**src/rtl/udp_tx_scheduler.sv**
```systemverilog
// Round-robin scheduler sharing one UDP TX engine between NUM_CH packet sources.
// Launches one packet at a time, rejects illegal lengths, and enforces an inter-frame gap.
module udp_tx_scheduler #(
   parameter int NUM_CH      = 2,
   parameter int IFG_CYCLES  = 16,
   parameter int TIMEOUT_CYC = 4096,
   parameter int MAX_LEN     = 1472
) (
   input  logic                 clk_125m,
   input  logic                 rst,
   input  logic [NUM_CH-1:0]    ch_req,
   input  logic [NUM_CH*16-1:0] ch_len,
   input  logic [NUM_CH*16-1:0] ch_dst_port,
   input  logic [NUM_CH*8-1:0]  ch_payload_dat,
   output logic [NUM_CH-1:0]    ch_grant,
   output logic [NUM_CH-1:0]    ch_payload_req,
   output logic [NUM_CH-1:0]    ch_done,
   output logic                 tx_en_pulse,
   output logic [15:0]          tx_data_length,
   output logic [15:0]          tx_dst_port,
   input  logic                 tx_done,
   input  logic                 payload_req_i,
   output logic [7:0]           payload_dat_o,
   output logic                 busy,
   output logic                 len_err,
   output logic                 err_timeout
);

   localparam int IDX_W = (NUM_CH > 1) ? $clog2(NUM_CH) : 1;
   localparam int TO_W  = $clog2(TIMEOUT_CYC) + 1;
   localparam int GAP_W = $clog2(IFG_CYCLES) + 1;

   typedef enum logic [1:0] {S_IDLE, S_WAIT_DONE, S_GAP} state_t;

   state_t              r_state;
   logic [IDX_W-1:0]    r_rr_ptr;
   logic [IDX_W-1:0]    r_owner;
   logic [NUM_CH-1:0]   r_grant;
   logic [NUM_CH-1:0]   r_done;
   logic                r_tx_en;
   logic [15:0]         r_len;
   logic [15:0]         r_port;
   logic                r_len_err;
   logic                r_err_to;
   logic [TO_W-1:0]     r_to_cnt;
   logic [GAP_W-1:0]    r_gap_cnt;

   logic                w_win_vld;
   logic [IDX_W-1:0]    w_win_idx;
   logic [15:0]         w_win_len;
   logic [15:0]         w_win_port;
   logic                w_len_ok;
   logic [7:0]          w_dat;

   function automatic int wrap_idx(input int base, input int k);
      return (base + k) % NUM_CH;
   endfunction

   function automatic logic [IDX_W-1:0] next_ptr(input logic [IDX_W-1:0] w);
      if (int'(w) == NUM_CH - 1) return '0;
      else                       return w + IDX_W'(1);
   endfunction

   function automatic logic [NUM_CH-1:0] one_hot(input logic [IDX_W-1:0] w);
      return NUM_CH'(1) << w;
   endfunction

   // Scan downward so the last hit is the closest requester at or after rr_ptr.
   always_comb begin
      w_win_vld  = 1'b0;
      w_win_idx  = '0;
      w_win_len  = '0;
      w_win_port = '0;
      for (int k = NUM_CH - 1; k >= 0; k--) begin
         if (ch_req[wrap_idx(int'(r_rr_ptr), k)]) begin
            w_win_vld  = 1'b1;
            w_win_idx  = IDX_W'(wrap_idx(int'(r_rr_ptr), k));
            w_win_len  = ch_len[wrap_idx(int'(r_rr_ptr), k)*16 +: 16];
            w_win_port = ch_dst_port[wrap_idx(int'(r_rr_ptr), k)*16 +: 16];
         end
      end
   end

   assign w_len_ok = (w_win_len != 16'd0) && (w_win_len <= 16'(MAX_LEN));

   always_comb begin
      w_dat = '0;
      for (int i = 0; i < NUM_CH; i++) begin
         if (r_grant[i]) w_dat = ch_payload_dat[i*8 +: 8];
      end
   end

   always_ff @(posedge clk_125m) begin
      if (rst) begin
         r_state   <= S_IDLE;
         r_rr_ptr  <= '0;
         r_owner   <= '0;
         r_grant   <= '0;
         r_done    <= '0;
         r_tx_en   <= 1'b0;
         r_len     <= '0;
         r_port    <= '0;
         r_len_err <= 1'b0;
         r_err_to  <= 1'b0;
         r_to_cnt  <= '0;
         r_gap_cnt <= '0;
      end else begin
         r_done    <= '0;
         r_tx_en   <= 1'b0;
         r_len_err <= 1'b0;
         r_err_to  <= 1'b0;
         case (r_state)
            S_IDLE: begin
               if (w_win_vld) begin
                  if (!w_len_ok) begin
                     r_done    <= one_hot(w_win_idx);
                     r_len_err <= 1'b1;
                     r_rr_ptr  <= next_ptr(w_win_idx);
                  end else begin
                     r_grant  <= one_hot(w_win_idx);
                     r_owner  <= w_win_idx;
                     r_len    <= w_win_len;
                     r_port   <= w_win_port;
                     r_tx_en  <= 1'b1;
                     r_to_cnt <= '0;
                     r_state  <= S_WAIT_DONE;
                  end
               end
            end
            S_WAIT_DONE: begin
               // tx_done takes priority over a timeout landing in the same cycle.
               if (tx_done || (r_to_cnt == TO_W'(TIMEOUT_CYC - 1))) begin
                  r_done    <= r_grant;
                  r_grant   <= '0;
                  r_rr_ptr  <= next_ptr(r_owner);
                  r_err_to  <= !tx_done;
                  r_gap_cnt <= '0;
                  r_state   <= S_GAP;
               end else begin
                  r_to_cnt <= r_to_cnt + TO_W'(1);
               end
            end
            S_GAP: begin
               if (r_gap_cnt == GAP_W'(IFG_CYCLES - 1)) r_state <= S_IDLE;
               else                                     r_gap_cnt <= r_gap_cnt + GAP_W'(1);
            end
            default: r_state <= S_IDLE;
         endcase
      end
   end

   assign ch_grant       = r_grant;
   assign ch_payload_req = r_grant & {NUM_CH{payload_req_i}};
   assign ch_done        = r_done;
   assign tx_en_pulse    = r_tx_en;
   assign tx_data_length = r_len;
   assign tx_dst_port    = r_port;
   assign payload_dat_o  = w_dat;
   assign busy           = (r_state != S_IDLE);
   assign len_err        = r_len_err;
   assign err_timeout    = r_err_to;

endmodule

```
**config.mk**
```make
export PLATFORM = sky130hd
export DESIGN_NAME = udp_tx_scheduler
export DESIGN_NICKNAME = d
export VERILOG_FILES = /design/src/rtl/udp_tx_scheduler.sv
export SDC_FILE = /design/constraint.sdc
export NUM_CORES = 1
export LEC_CHECK = 0
export ABC_AREA = 0
export ABC_CLOCK_PERIOD_IN_PS = 6500
export BUFFER_PORTS_ARGS = -buffer_cell sky130_fd_sc_hd__buf_4
export CORE_MARGIN = 3
export CORE_UTILIZATION = 52
export CTS_CLUSTER_SIZE = 14
export DETAILED_ROUTE_END_ITERATION = 7
export GPL_TIMING_DRIVEN = 0
export PLACE_DENSITY = 0.86
export SYNTH_ARGS = -nofsm -noshare
export SYNTH_HDL_FRONTEND = slang
export SYNTH_SLANG_ARGS = --single-unit
```
**constraint.sdc**
```tcl
create_clock -name clk_125m -period 6.5 [get_ports clk_125m]
set_clock_uncertainty 0.15 [all_clocks]
set_input_delay 0.65 -clock clk_125m [delete_from_list [all_inputs] [get_ports clk_125m]]
set_output_delay 0.65 -clock clk_125m [all_outputs]
set_load 0.01 [all_outputs]
```
==> summary.md, run 1 <==
| Metric | Value |
|---|---|
| Core area | `0.00571 mm2` |
| CP Class | `primary input to flip-flop` |
| Maximum vdd drop | `0.191 mV` |
| FMAX | `0.349 GHz` |
| Slew margin rel. | `0.484` |
| Die area | `0.00710 mm2` |
| Max-cap violations | `0` |
| M1 GR Usage | `0.346` |
| DRT iter0 DRCs | `402` |
| Critical Path RT | `6.55 ns` |
| Post-route minimum period | `2.86 ns` |
| Routed wire per std cell | `between 15 and 20 um` |
| Total negative slack | `0 ns` |
| GRT overflow | `0` |
| Pre-CTS setup slack | `~3.4 ns` |
| Chip Width | `about 84 um` |
| Routed wire length | `between 10000 and 15000 um` |
| Largest net degree at the start of global routing | `13` |
| Pwr Density | `254 mW/mm2` |
| Sequential area share after synthesis | `0.383` |
| Fin cells | `591` |
| CTS tree | `yes` |
| Layout Nets | `603` |
| Netlist Area Pre-Place | `approximately 0.0032 mm2` |
| Pre-antenna DRT Iters | `5` |
| Worst setup margin | `3.64 ns` |
| Worst Setup End Kind | `flip-flop` |
| CTS clk-pin slew, worst paths | `around 0.07 ns` |
| YS warnings | `0` |
| Die boundary height | `84.3 um` |
| Ant. Diodes | `0` |
| Actual slew at the worst max-slew pin | `0.773 ns` |
| Postcts setup bufs | `0` |
| RSZ-0062 raised after global routing | `false` |
| Fin crit share | `0.441` |
| Synth area leader | `dfxtp_1` |
| Area growth, synth to finish | `40.4%` |
| FF-to-FF path depth | `9` |
| Post-synth EDFFs | `0` |
| CTS sink count | `61` |
| First-pass GRT wire length | `17200 um` |
| Final Hold Fails | `0` |
| Inst Count DP | `between 500 and 600` |
| Cells after synthesis | `370` |
| Row count | `27` |
| Met2 GRT Util | `0.511` |
| Initial Util | `0.558` |
| Max Buffers Root-to-Sink | `2` |
| Leak Pwr | `1.83 nW` |
| Ys flop type | `dfxtp_1` |
| Fin. max-slew vios | `0` |
| GP Congestion | `slightly below 0.9` |
| Vias in the first global route | `3560` |
| Htree depth | `3` |
| R2R Setup Slk | `3.80 ns` |
| DRC | `0` |
| Total track usage | `0.297` |
| Count leader, synth | `dfxtp_1` |
| Cts hold-fix bufs | `0` |
| Vias | `3690` |
| Routed vias/inst | `6.24` |
| Initial antenna violation count | `0` |
| Final setup fails | `0` |
| Hold_ws | `between 0.2 and 0.3 ns` |
| Top cell type's share of synthesized area | `0.383` |
| CTS resizes | `0` |
| Clk Latency, worst-skew pair | `0.35 ns` |
| Most used routing layer | `met2` |
| Fraction of layout cells with a size suffix above 1 | `0.351` |
| Met3 global-route usage | `0.0805` |
| Root Buffer | `clkbuf_8` |
| Status | `completed` |
| Top cells by count, synth | `dfxtp_1, a21oi_1, nor2_1` |
| Crit start category | `primary input` |
| IO Port Bufs | `133` |
| Mean Syn Cell Area | `8.61 um2` |
| Final core occ | `0.783` |
| Crit path DAT | `~2.9 ns` |
| Post-Syn Nets | `~460` |
| Ys async rst share | `0` |
| Register bit total from synthesis | `61` |
| Num CTS Buffers | `9` |
| Post-DP HPWL | `7820 um` |
| Max FO, Critical Path | `10` |
| Remaining antenna violation count after routing | `0` |
| Hold depth | `2` |
| Ports | `136` |
| Type of the worst min-delay path | `flip-flop to flip-flop` |
| Synth top area cells | `dfxtp_1, a21oi_1, a22oi_1` |
| Post-synthesis cell type count | `53` |
[per-layer routing]
metal  vias to the layer above  wire length (um)  part of all wire
li1                       1707                 -                 -
met1                      1725              3950              0.37
met2                       228              5220              0.49
met3                        30              1100              0.10
met4                         0               292             0.028
met5                         -                 0                 0
[cell type report]
class	count	area (um2)
inverters	6	22.5
plain buffers	28	161
clock inverters	7	75.1
clock buffers	9	124
multi-input cells	275	1780
well taps	72	90.1
flip-flops and latches	61	1220
repair buffers	133	998
fillers	441	1240
[stage by stage]
| step | power [W] | cell area (um2) |
|---|---|---|
| final | 0.00113 | 4470 |
| after global routing | 0.00119 | 4470 |
| after CTS | 0.00113 | 4470 |
| after detailed placement | 0.000794 | 4270 |
| after global placement | 0.000785 | 4270 |
| after floorplan | 0.000639 | 3180 |
[final timing paths]
path                            end    startpoint
setup / recovery  tx_data_length[0]    ch_len[12]
hold / removal         r_to_cnt[12]  r_to_cnt[12]
setup reg to reg  tx_data_length[0]      r_rr_ptr
hold reg to reg        r_to_cnt[12]  r_to_cnt[12]
[state kept, by name (all words and copies together) (netlist names), 2 cells and up]
register	count
tx_dst_port	16
ch_grant	2
r_gap_cnt	5
r_state	2
r_to_cnt	13
tx_data_length	16
ch_done	2
[cell families (layout without fill, tap and decap cells)]
logic type / count (synthesis) / count (layout) / share of synthesized area
AOI/OAI and AO/OA: 149 / 149 / 0.345
and+or+nand+nor: 115 / 115 / 0.180
DFF: 61 / 61 / 0.383
buffers and inverters: 34 / 183 / 0.0578
xor gates and xnor gates: 7 / 7 / 0.0193
adders and majority gates: 3 / 3 / 0.0118
muxes: 1 / 1 / 0.00314
[critical path, stage by stage]
cell	delay (ns)
buf_4	0.10
or4_1	0.50
o21ai_0	0.51
o2111ai_1	0.51
nor2_4	0.35
buf_6	0.20
a211oi_1	0.08
[power breakdown]
| part | total (W) | switching (W) | internal, W |
|---|---|---|---|
| Sequential | 0.000434 | 0.0000239 | 0.000410 |
| Combinational | 0.000360 | 0.000196 | 0.000164 |
| Clock | 0.000341 | 0.000163 | 0.000178 |
| Total | 0.00113 | 0.000382 | 0.000752 |
[cell usage in the layout (no fill, tap or decap), types with 2 or more instances in the layout]
master	instances
buf_4	134
dfxtp_1	61
a21oi_1	35
nor2_1	29
nand2_1	26
o21ai_0	24
a22oi_1	22
clkbuf_1	14
a211oi_1	13
nor3_1	12
nand3_1	12
a211oi_2	10
clkbuf_8	9
a22o_1	8
a311oi_1	8
and3_1	7
inv_1	6
buf_6	6
buf_2	6
nand4_1	6
a32o_1	5
and2_1	4
xor2_1	4
a31oi_1	4
nor4_1	3
or4_1	3
o2111ai_1	3
xnor2_1	3
ha_1	3
clkinvlp_4	3
nand2b_1	2
o211ai_1	2
nand3b_1	2
nor2b_1	2
a21boi_0	2
or3_1	2
o311ai_0	2
Power figures use the tool's default switching activity.
==> inputs of run 2 (changes only) <==
ABC_CLOCK_PERIOD_IN_PS = 2550   (was 6500)
CORE_UTILIZATION = 43   (was 52)
PLACE_DENSITY = 0.76   (was 0.86)
clock period = 2.55 ns   (was 6.5 ns; I/O delays follow)
==> run 2 against run 1 <==
Combinational power grew to 2.5 times the previous value. Cell count increased by 4.2%. Sequential share of layout area down 0.59 points. Critical endpoint is now r_to_cnt[11].
==> summary.md, run 2 (same netlist as run 1, synthesis figures left out) <==
| Metric | Value |
|---|---|
| Area growth, synth to finish | `43.5%` |
| DRT iter0 DRCs | `215` |
| RSZ-0062 raised after global routing | `false` |
| Hold_ws | `0.120 ns` |
| Root Buffer | `clkbuf_8` |
| CTS tree | `yes` |
| Max-cap violations | `0` |
| FMAX | `0.414 GHz` |
| Fin. max-slew vios | `0` |
| CTS sink count | `61` |
| Post-route minimum period | `roughly 2.4 ns` |
| Chip Width | `92.1 um` |
| Htree depth | `3` |
| Routed wire length | `10200 um` |
| Final setup fails | `0` |
| Ports | `136` |
| Slew margin rel. | `0.580` |
| Clk Latency, worst-skew pair | `roughly 0.34 ns` |
| Layout Nets | `604` |
| Max Buffers Root-to-Sink | `2` |
| Total negative slack | `0 ns` |
| Remaining antenna violation count after routing | `0` |
| Vias | `3540` |
| Maximum vdd drop | `~0.38 mV` |
| Fin crit share | `0.946` |
| Hold depth | `4` |
| Critical Path RT | `roughly 2.6 ns` |
| Pre-antenna DRT Iters | `4` |
| R2R Setup Slk | `0.14 ns` |
| Row count | `30` |
| Routed wire per std cell | `16.6 um` |
| Most common cell after layout, fill and taps aside | `buf_4` |
| Ant. Diodes | `0` |
| Total track usage | `0.238` |
| Initial antenna violation count | `0` |
| Die area | `0.00847 mm2` |
| Worst Setup End Kind | `flip-flop` |
| Status | `completed` |
| Actual slew at the worst max-slew pin | `0.623 ns` |
| Die boundary height | `around 90 um` |
| Crit start category | `flip-flop` |
| CTS clk-pin slew, worst paths | `0.08 ns` |
| Pwr Density | `654 mW/mm2` |
| Final Hold Fails | `0` |
| Largest net degree at the start of global routing | `13` |
| GP Congestion | `about 0.87` |
| Vias in the first global route | `3491` |
| Post-DP HPWL | `about 7600 um` |
| FF-to-FF path depth | `8` |
| IO Port Bufs | `133` |
| Num CTS Buffers | `9` |
| GRT overflow | `0` |
| Routed vias/inst | `between 5 and 6` |
| Max FO, Critical Path | `9` |
| Type of the worst min-delay path | `primary input to flip-flop` |
| Initial Util | `0.456` |
| First-pass GRT wire length | `16500 um` |
| Most frequent cells in the layout | `buf_4, dfxtp_1, a21oi_1, nor2_1, nand2_1` |
| Layout fillers | `615` |
| Crit path DAT | `approximately 2.5 ns` |
| Leak Pwr | `1.88 nW` |
| CP Class | `flip-flop to flip-flop` |
| Core area | `~0.0070 mm2` |
| DRC | `0` |
| Fraction of layout cells with a size suffix above 1 | `0.360` |
| FF/Latch Area | `approximately 0.0012 mm2` |
| Cts hold-fix bufs | `0` |
| Multi-input logic area | `between 0.0015 and 0.002 mm2` |
-- run 2: area by class of cell --
| class | instances | share of cell area |
|---|---|---|
| Sequential cell | 61 | 0.267 |
| Clock buffer | 9 | 0.0271 |
| Tap cell | 96 | 0.0263 |
| Timing Repair Buffer | 134 | 0.220 |
| Clock inverter | 7 | 0.0216 |
| Multi-Input combinational cell | 275 | 0.397 |
| Inverter | 6 | 0.00493 |
| Buffer | 28 | 0.0356 |
-- run 2: final timing paths --
| check | startpoint | to |
|---|---|---|
| worst max-delay path | r_rr_ptr | r_to_cnt[11] |
| worst min-delay path | tx_done | r_to_cnt[12] |
| worst max register to register | r_rr_ptr | r_to_cnt[11] |
| worst min register to register | r_to_cnt[12] | r_to_cnt[12] |
-- run 2: report_power, final --
part	switching [W]	total (W)	leakage, nW	internal, W
Combinational	0.000489	0.000916	1.27	0.000427
Sequential	0.0000631	0.00111	0.498	0.00105
Clock	0.000411	0.000966	0.110	0.000555
Total	0.000963	0.00299	1.88	0.00203
-- run 2: metal layers --
layer / vias to the layer above / part of all wire / track usage
met3: 13 / 0.092 / 0.0566
li1: 1702 / - / -
met4: 0 / 0.016 / 0.0916
met5: - / 0 / 0
met1: 1643 / 0.40 / 0.287
met2: 182 / 0.49 / 0.410
-- run 2: worst max-delay path, cell delays in order, from the launching register on --
cell       delay, ns
dfxtp_1         0.36
nand2b_1        0.15
buf_2           0.16
and2_1          0.16
buf_2           0.19
a21oi_4         0.27
o2111ai_2       0.32
o21ai_4         0.37
a41oi_1         0.16
-- run 2: timing repair --
item                       in CTS  in global routing
setup endpoints to repair       0                 35
resized for setup               0                 10
buffers inserted                0                  1
hold endpoints to repair        0                  0
-- run 2: stage by stage --
step | cell area, um2 | total power (W) | worst slack [ns] | utilization | cells
3_3_place_gp | 4300 | 0.00200 | -0.0519 | 0.616 | 599
3_5_place_dp | 4300 | 0.00202 | -0.107 | 0.616 | 599
2_1_floorplan | 3180 | 0.00163 | 0.336 | - | 370
6_report | 4570 | 0.00299 | 0.137 | 0.655 | 616
4_1_cts | 4530 | 0.00299 | 0.00312 | 0.648 | 615
5_1_grt | 4570 | 0.00315 | 0.0272 | 0.655 | 616
